### src/rtl/dpram_pkg.sv
// dpram_pkg: shared types and constants for packet-buffer RAM arbitration.
// Imported by the arbiter and its requester-facing helpers.
package dpram_pkg;

  typedef enum logic {
    IDLE,
    BURST
  } state_t;

  localparam int DEF_ADDR_W = 8;
  localparam int DEF_DATA_W = 8;
  localparam int DEF_LEN_W  = 4;

  // Low bit of requester k's field in a flattened per-requester bus.
  function automatic int slice_lo(input int k, input int w);
    return k * w;
  endfunction

endpackage

### src/rtl/dpram_rr_pick.sv
// dpram_rr_pick: combinational round-robin selector.
// Returns the first set request at or after ptr, wrapping.
module dpram_rr_pick #(
  parameter int N  = 4,
  parameter int IW = $clog2(N)
) (
  input  logic [N-1:0]  req,
  input  logic [IW-1:0] ptr,
  output logic          valid,
  output logic [IW-1:0] idx
);

  int            j;
  logic [IW-1:0] jj;

  // Scan from the far end so the nearest offset wins.
  always_comb begin
    valid = 1'b0;
    idx   = '0;
    j     = 0;
    jj    = '0;
    for (int i = N - 1; i >= 0; i--) begin
      j = int'(ptr) + i;
      if (j >= N) begin
        j = j - N;
      end
      jj = IW'(j);
      if (req[jj]) begin
        valid = 1'b1;
        idx   = jj;
      end
    end
  end

endmodule

### src/rtl/dpram_arbiter.sv
// dpram_arbiter: round-robin burst arbiter for the packet-buffer RAM port.
// Owns the port for one burst, generates addresses, tags read returns.
module dpram_arbiter
  import dpram_pkg::*;
#(
  parameter int  NREQ   = 4,
  parameter int  ADDR_W = DEF_ADDR_W,
  parameter int  DATA_W = DEF_DATA_W,
  parameter int  LEN_W  = DEF_LEN_W,
  localparam int IW     = $clog2(NREQ)
) (
  input  logic                 clk,
  input  logic                 rst_n,
  input  logic [NREQ-1:0]      req_i,
  input  logic [NREQ-1:0]      req_we_i,
  input  logic [NREQ*ADDR_W-1:0] req_addr_i,
  input  logic [NREQ*LEN_W-1:0]  req_len_i,
  input  logic [NREQ*DATA_W-1:0] req_wdata_i,
  output logic [NREQ-1:0]      gnt_o,
  output logic [NREQ-1:0]      beat_ack_o,
  output logic                 rvalid_o,
  output logic [IW-1:0]        rid_o,
  output logic [DATA_W-1:0]    rdata_o,
  output logic                 busy_o,
  output logic                 ram_en_o,
  output logic                 ram_we_o,
  output logic [ADDR_W-1:0]    ram_addr_o,
  output logic [DATA_W-1:0]    ram_wdata_o,
  input  logic [DATA_W-1:0]    ram_rdata_i
);

  state_t            state;
  logic [IW-1:0]     ptr;
  logic [IW-1:0]     owner;
  logic [IW-1:0]     pick_idx;
  logic              pick_valid;
  logic              we;
  logic              first;
  logic              busy;
  logic [ADDR_W-1:0] addr;
  logic [LEN_W-1:0]  cnt;

  logic [ADDR_W-1:0] addr_a  [NREQ];
  logic [LEN_W-1:0]  len_a   [NREQ];
  logic [DATA_W-1:0] wdata_a [NREQ];

  for (genvar k = 0; k < NREQ; k++) begin : g_unpack
    assign addr_a[k]  = req_addr_i[slice_lo(k, ADDR_W) +: ADDR_W];
    assign len_a[k]   = req_len_i[slice_lo(k, LEN_W) +: LEN_W];
    assign wdata_a[k] = req_wdata_i[slice_lo(k, DATA_W) +: DATA_W];
  end

  dpram_rr_pick #(
    .N  (NREQ),
    .IW (IW)
  ) u_pick (
    .req   (req_i),
    .ptr   (ptr),
    .valid (pick_valid),
    .idx   (pick_idx)
  );

  assign busy = (state == BURST);

  always_ff @(posedge clk or negedge rst_n) begin
    if (!rst_n) begin
      state    <= IDLE;
      ptr      <= '0;
      owner    <= '0;
      we       <= 1'b0;
      first    <= 1'b0;
      addr     <= '0;
      cnt      <= '0;
      rvalid_o <= 1'b0;
      rid_o    <= '0;
    end else begin
      rvalid_o <= busy && !we;
      rid_o    <= (busy && !we) ? owner : '0;
      unique case (state)
        IDLE: begin
          if (pick_valid) begin
            owner <= pick_idx;
            we    <= req_we_i[pick_idx];
            addr  <= addr_a[pick_idx];
            cnt   <= len_a[pick_idx];
            first <= 1'b1;
            ptr   <= (pick_idx == IW'(NREQ - 1)) ? '0 : pick_idx + 1'b1;
            state <= BURST;
          end
        end
        BURST: begin
          first <= 1'b0;
          addr  <= addr + 1'b1;
          cnt   <= cnt - 1'b1;
          if (cnt == '0) begin
            state <= IDLE;
          end
        end
        default: state <= IDLE;
      endcase
    end
  end

  assign busy_o      = busy;
  assign ram_en_o    = busy;
  assign ram_we_o    = busy && we;
  assign ram_addr_o  = busy ? addr : '0;
  assign ram_wdata_o = busy ? wdata_a[owner] : '0;
  assign beat_ack_o  = busy ? (NREQ'(1) << owner) : '0;
  assign gnt_o       = first ? (NREQ'(1) << owner) : '0;
  assign rdata_o     = ram_rdata_i;

endmodule

### config.mk
export PLATFORM = sky130hd
export DESIGN_NAME = dpram_arbiter
export DESIGN_NICKNAME = d
export VERILOG_FILES = /design/src/rtl/dpram_pkg.sv /design/src/rtl/dpram_rr_pick.sv /design/src/rtl/dpram_arbiter.sv
export SDC_FILE = /design/constraint.sdc
export NUM_CORES = 1
export LEC_CHECK = 0
export ABC_AREA = 1
export CAP_MARGIN = 20
export CORE_ASPECT_RATIO = 0.5
export CORE_UTILIZATION = 38
export DETAILED_ROUTE_END_ITERATION = 7
export GPL_ROUTABILITY_DRIVEN = 0
export HOLD_SLACK_MARGIN = 0.03
export PLACE_DENSITY = 0.82
export SKIP_LAST_GASP = 1
export SLEW_MARGIN = 20
export SYNTH_ARGS = -nofsm -noshare
export SYNTH_HDL_FRONTEND = slang
export SYNTH_HIERARCHICAL = 1
export SYNTH_SLANG_ARGS = --single-unit
### constraint.sdc
create_clock -name clk -period 2.12 [get_ports clk]
set_input_delay 0.318 -clock clk [delete_from_list [all_inputs] [get_ports clk]]
set_output_delay 0.318 -clock clk [all_outputs]
set_load 0.005 [all_outputs]
==> flow_summary.ini <==
[finish]
final_nets = 582
stdcell_area_mm2 = 0.003613
num_antenna_cells = 0
final_cells = 551
layout-drive-gt1-share_pct = 10.04
postLayoutCoreUtil_pct = 65.24
area_delta_synth_final_pct = 63.90

[critical_path]
path_max_fanout = 9
path_cells = clkdlybuf4s50_1, inv_2, nand2_2, and2_4, nand2_2, nand2_2, clkinv_2, nand2_1, nand2_1, nand2_2, inv_4, buf_12, nor2_1, nor2_1, o21ai_1, o211ai_1, nand2_1, inv_1
cp_slowest_cell = clkdlybuf4s50_1
cp-start-kind = input pin
crit_buf_inv = 6
max_stage_delay_ns = 0.48
timing_worst_setup_path_type = in2reg
cp.arrival_ns = 2.25
cp.required_ns = 2.27
crit_top_cell = nand2_2
end_kind = register
path_delay_family = simple AND/OR/NAND/NOR gates

[outcome]
outcome = finished, final reports clean

[placement]
numPlacedInstances = 544
io_buffers = 119
placed_cell_area_mm2 = 0.003447
hpwl_um = 5313

[pwr]
p_int_uw = 2672
power_density_mw_per_mm2 = 1394
netSwitchingPower_uw = 2365
switching_share_pct = 46.96
pwr-share-clk_pct = 7.6
pwr-share-comb_pct = 75.3
peakVddDrop_mv = 0.7322
pwr-share-seq_pct = 17.1
p_leak_uw = 0.001748

[detailed_routing]
wirelength_um = 6914
drt_first_pass_iters = 5
drc = 0
wl_per_cell_um = 12.55
ant_nets = 0
via_per_inst = 5.020
num_vias = 2766
drt_iter0_markers = 176

[clock_tree]
cts-buffers-inserted = 3
cts_tree = built
clk_pin_slew_worst_paths_ns = 0.06
cts.sinks = 22
clk_path_buf_depth = 2
root_buffer = clkbuf_16
clk-insertion-delay-late_ns = 0.25
htreeDepth = 1

[logic_synthesis]
syn_area_mm2 = 0.002205
yosys_warnings = 6
synth_area_per_cell_um2 = 6.090
syn-instance-count = 362
synth.distinct_cells = 30
synthesis.nets = 464
ys_ff_latch = 22
yosysSeqAreaShare_pct = 24.97

[floorplanning]
coreArea_mm2 = 0.005539
die-width_um = 109.7
pin_count = 136
dieArea_mm2 = 0.006129
rows = 19
initial_utilization_pct = 39.80
die_h_um = 55.86

[sta]
maxSlewHeadroom_pct = 77.18
fmax_mhz = 476.7
slew_violations = 0
worst_hold_slack_ns = 0.4161
tightest_slew_ns = 0.3423
min_period_over_period_pct = 98.94
hold_violations = 0
setup_viol = 0
period_minus_slack_ns = 2.098
clock_skew_ns = 0.003633

[global_routing]
gr-total-overflow = 0
antenna_found_initial = 0
grt_first_pass_wirelength_um = 10500
grt_pass1_vias = 2427
track_usage_pct = 21.63
grt_max_degree = 23

[min_path]
hold_class = in2async

[run]
maxCapViolations = 0
## layout by cell type (no fill, tap or decap), types with 3 or more instances in the layout
cell             count
inv_1               36
nand2_2              5
clkbuf_16            3
inv_2                4
buf_4               18
clkdlybuf4s50_1    110
ha_1                 4
nand3_1             58
o21ai_1              6
nand2_1             91
dfrtp_1             20
o211ai_1             7
a21oi_1              7
nor2_1              43
a41oi_1              8
o21ai_0             19
dlymetal6s2s_1       9
## path summary, 6_finish.rpt
check	from	endpoint	slack, ns	cells after the start
min in group clk	cnt[1]$_DFFE_PN0P_	cnt[1]$_DFFE_PN0P_	0.51	2
max	req_i[3]	cnt[2]$_DFFE_PN0P_	0.02	18
max in group asynchronous	rst_n	ptr[0]$_DFFE_PN0P_	1.46	2
min reg2reg	cnt[1]$_DFFE_PN0P_	cnt[1]$_DFFE_PN0P_	0.51	2
min	rst_n	first$_DFFE_PN0P_	0.42	2
max reg2reg	ptr[0]$_DFFE_PN0P_	cnt[2]$_DFFE_PN0P_	0.08	16
## cells by family (layout without fill, tap and decap cells)
group,after synthesis,in the layout,share of synthesized area [%]
compound gates,58,58,16.23
fa+ha+maj,4,4,2.270
buf+inv,74,190,17.03
flops,22,22,24.97
simple gates,204,204,39.50
## synth_stat cells
master	n	area (um2)
o21bai_1	2	15.01
a31oi_1	2	12.51
nor2_1	43	161.4
nand3_1	60	300.3
o21ai_0	22	110.1
o21ai_2	1	8.760
inv_2	5	18.77
o22ai_1	1	6.260
buf_6	4	45.04
nor2_4	1	11.26
a41oi_1	8	70.07
buf_4	15	112.6
inv_1	37	138.9
a21boi_1	1	7.510
nor3_1	2	10.01
o21ai_1	4	20.02
ha_1	4	50.05
a21oi_1	8	40.04
nand2_4	1	11.26
nand2_2	3	18.77
o211ai_1	7	52.55
and2_4	1	8.760
dfrtp_1	22	550.5
buf_2	7	35.03
o31ai_1	1	7.510
clkbuf_1	2	7.510
nand2_1	93	349.1
a22oi_1	1	7.510
clkinv_2	2	10.01
clkinv_1	2	7.510
## power by group through the flow
stage	logic, uW	registers, uW	clock network (uW)
3_3_place_gp	3560	866	0
5_1_grt	4230	884	402
2_1_floorplan	2330	782	0
6_report	3790	860	385
4_1_cts	3640	868	390
3_5_place_dp	3610	873	0
## layout make-up
| type | count | area (um2) |
|---|---|---|
| Fill cell | 499 | 1926 |
| Multi-Input combinational cell | 266 | 1309 |
| Inverter | 46 | 180.2 |
| Clock buffer | 3 | 75.07 |
| Tap cell | 73 | 91.34 |
| Timing Repair Buffer | 141 | 1405 |
| Sequential cell | 22 | 553.0 |
## routing by layer
layer	GRT usage (%)	routed length [um]	up-vias
li1	-	-	1405
met5	0	0	-
met3	3.044	418	8
met2	38.72	3353	99
met1	27.95	3080	1254
met4	3.810	61	0
## through the flow
stage	setup slack [ns]	power (uW)	setup TNS, ns
after floorplan	0.4007	3117	0
after global placement	-0.1015	4424	-0.4416
after detailed placement	-0.1467	4482	-1.043
after CTS	0.0008420	4894	0
after global routing	-0.07394	5516	-0.3083
final	0.02237	5037	0
## state kept, by name (all words and copies together) (netlist names)
register  flops
first         1
addr          8
owner         2
rvalid_o      1
cnt           4
ptr           2
we            1
busy_o        1
rid_o         2
## what timing repair did
item / in CTS / in global routing
hold buffers: 0 / 0
endpoints found under the setup margin: 6 / 24
buffers inserted: 0 / 4
resized for setup: 1 / 26
hold endpoints to repair: 0 / 0
pin swaps: 0 / 4
No activity file was read; power rests on OpenSTA's default activity.
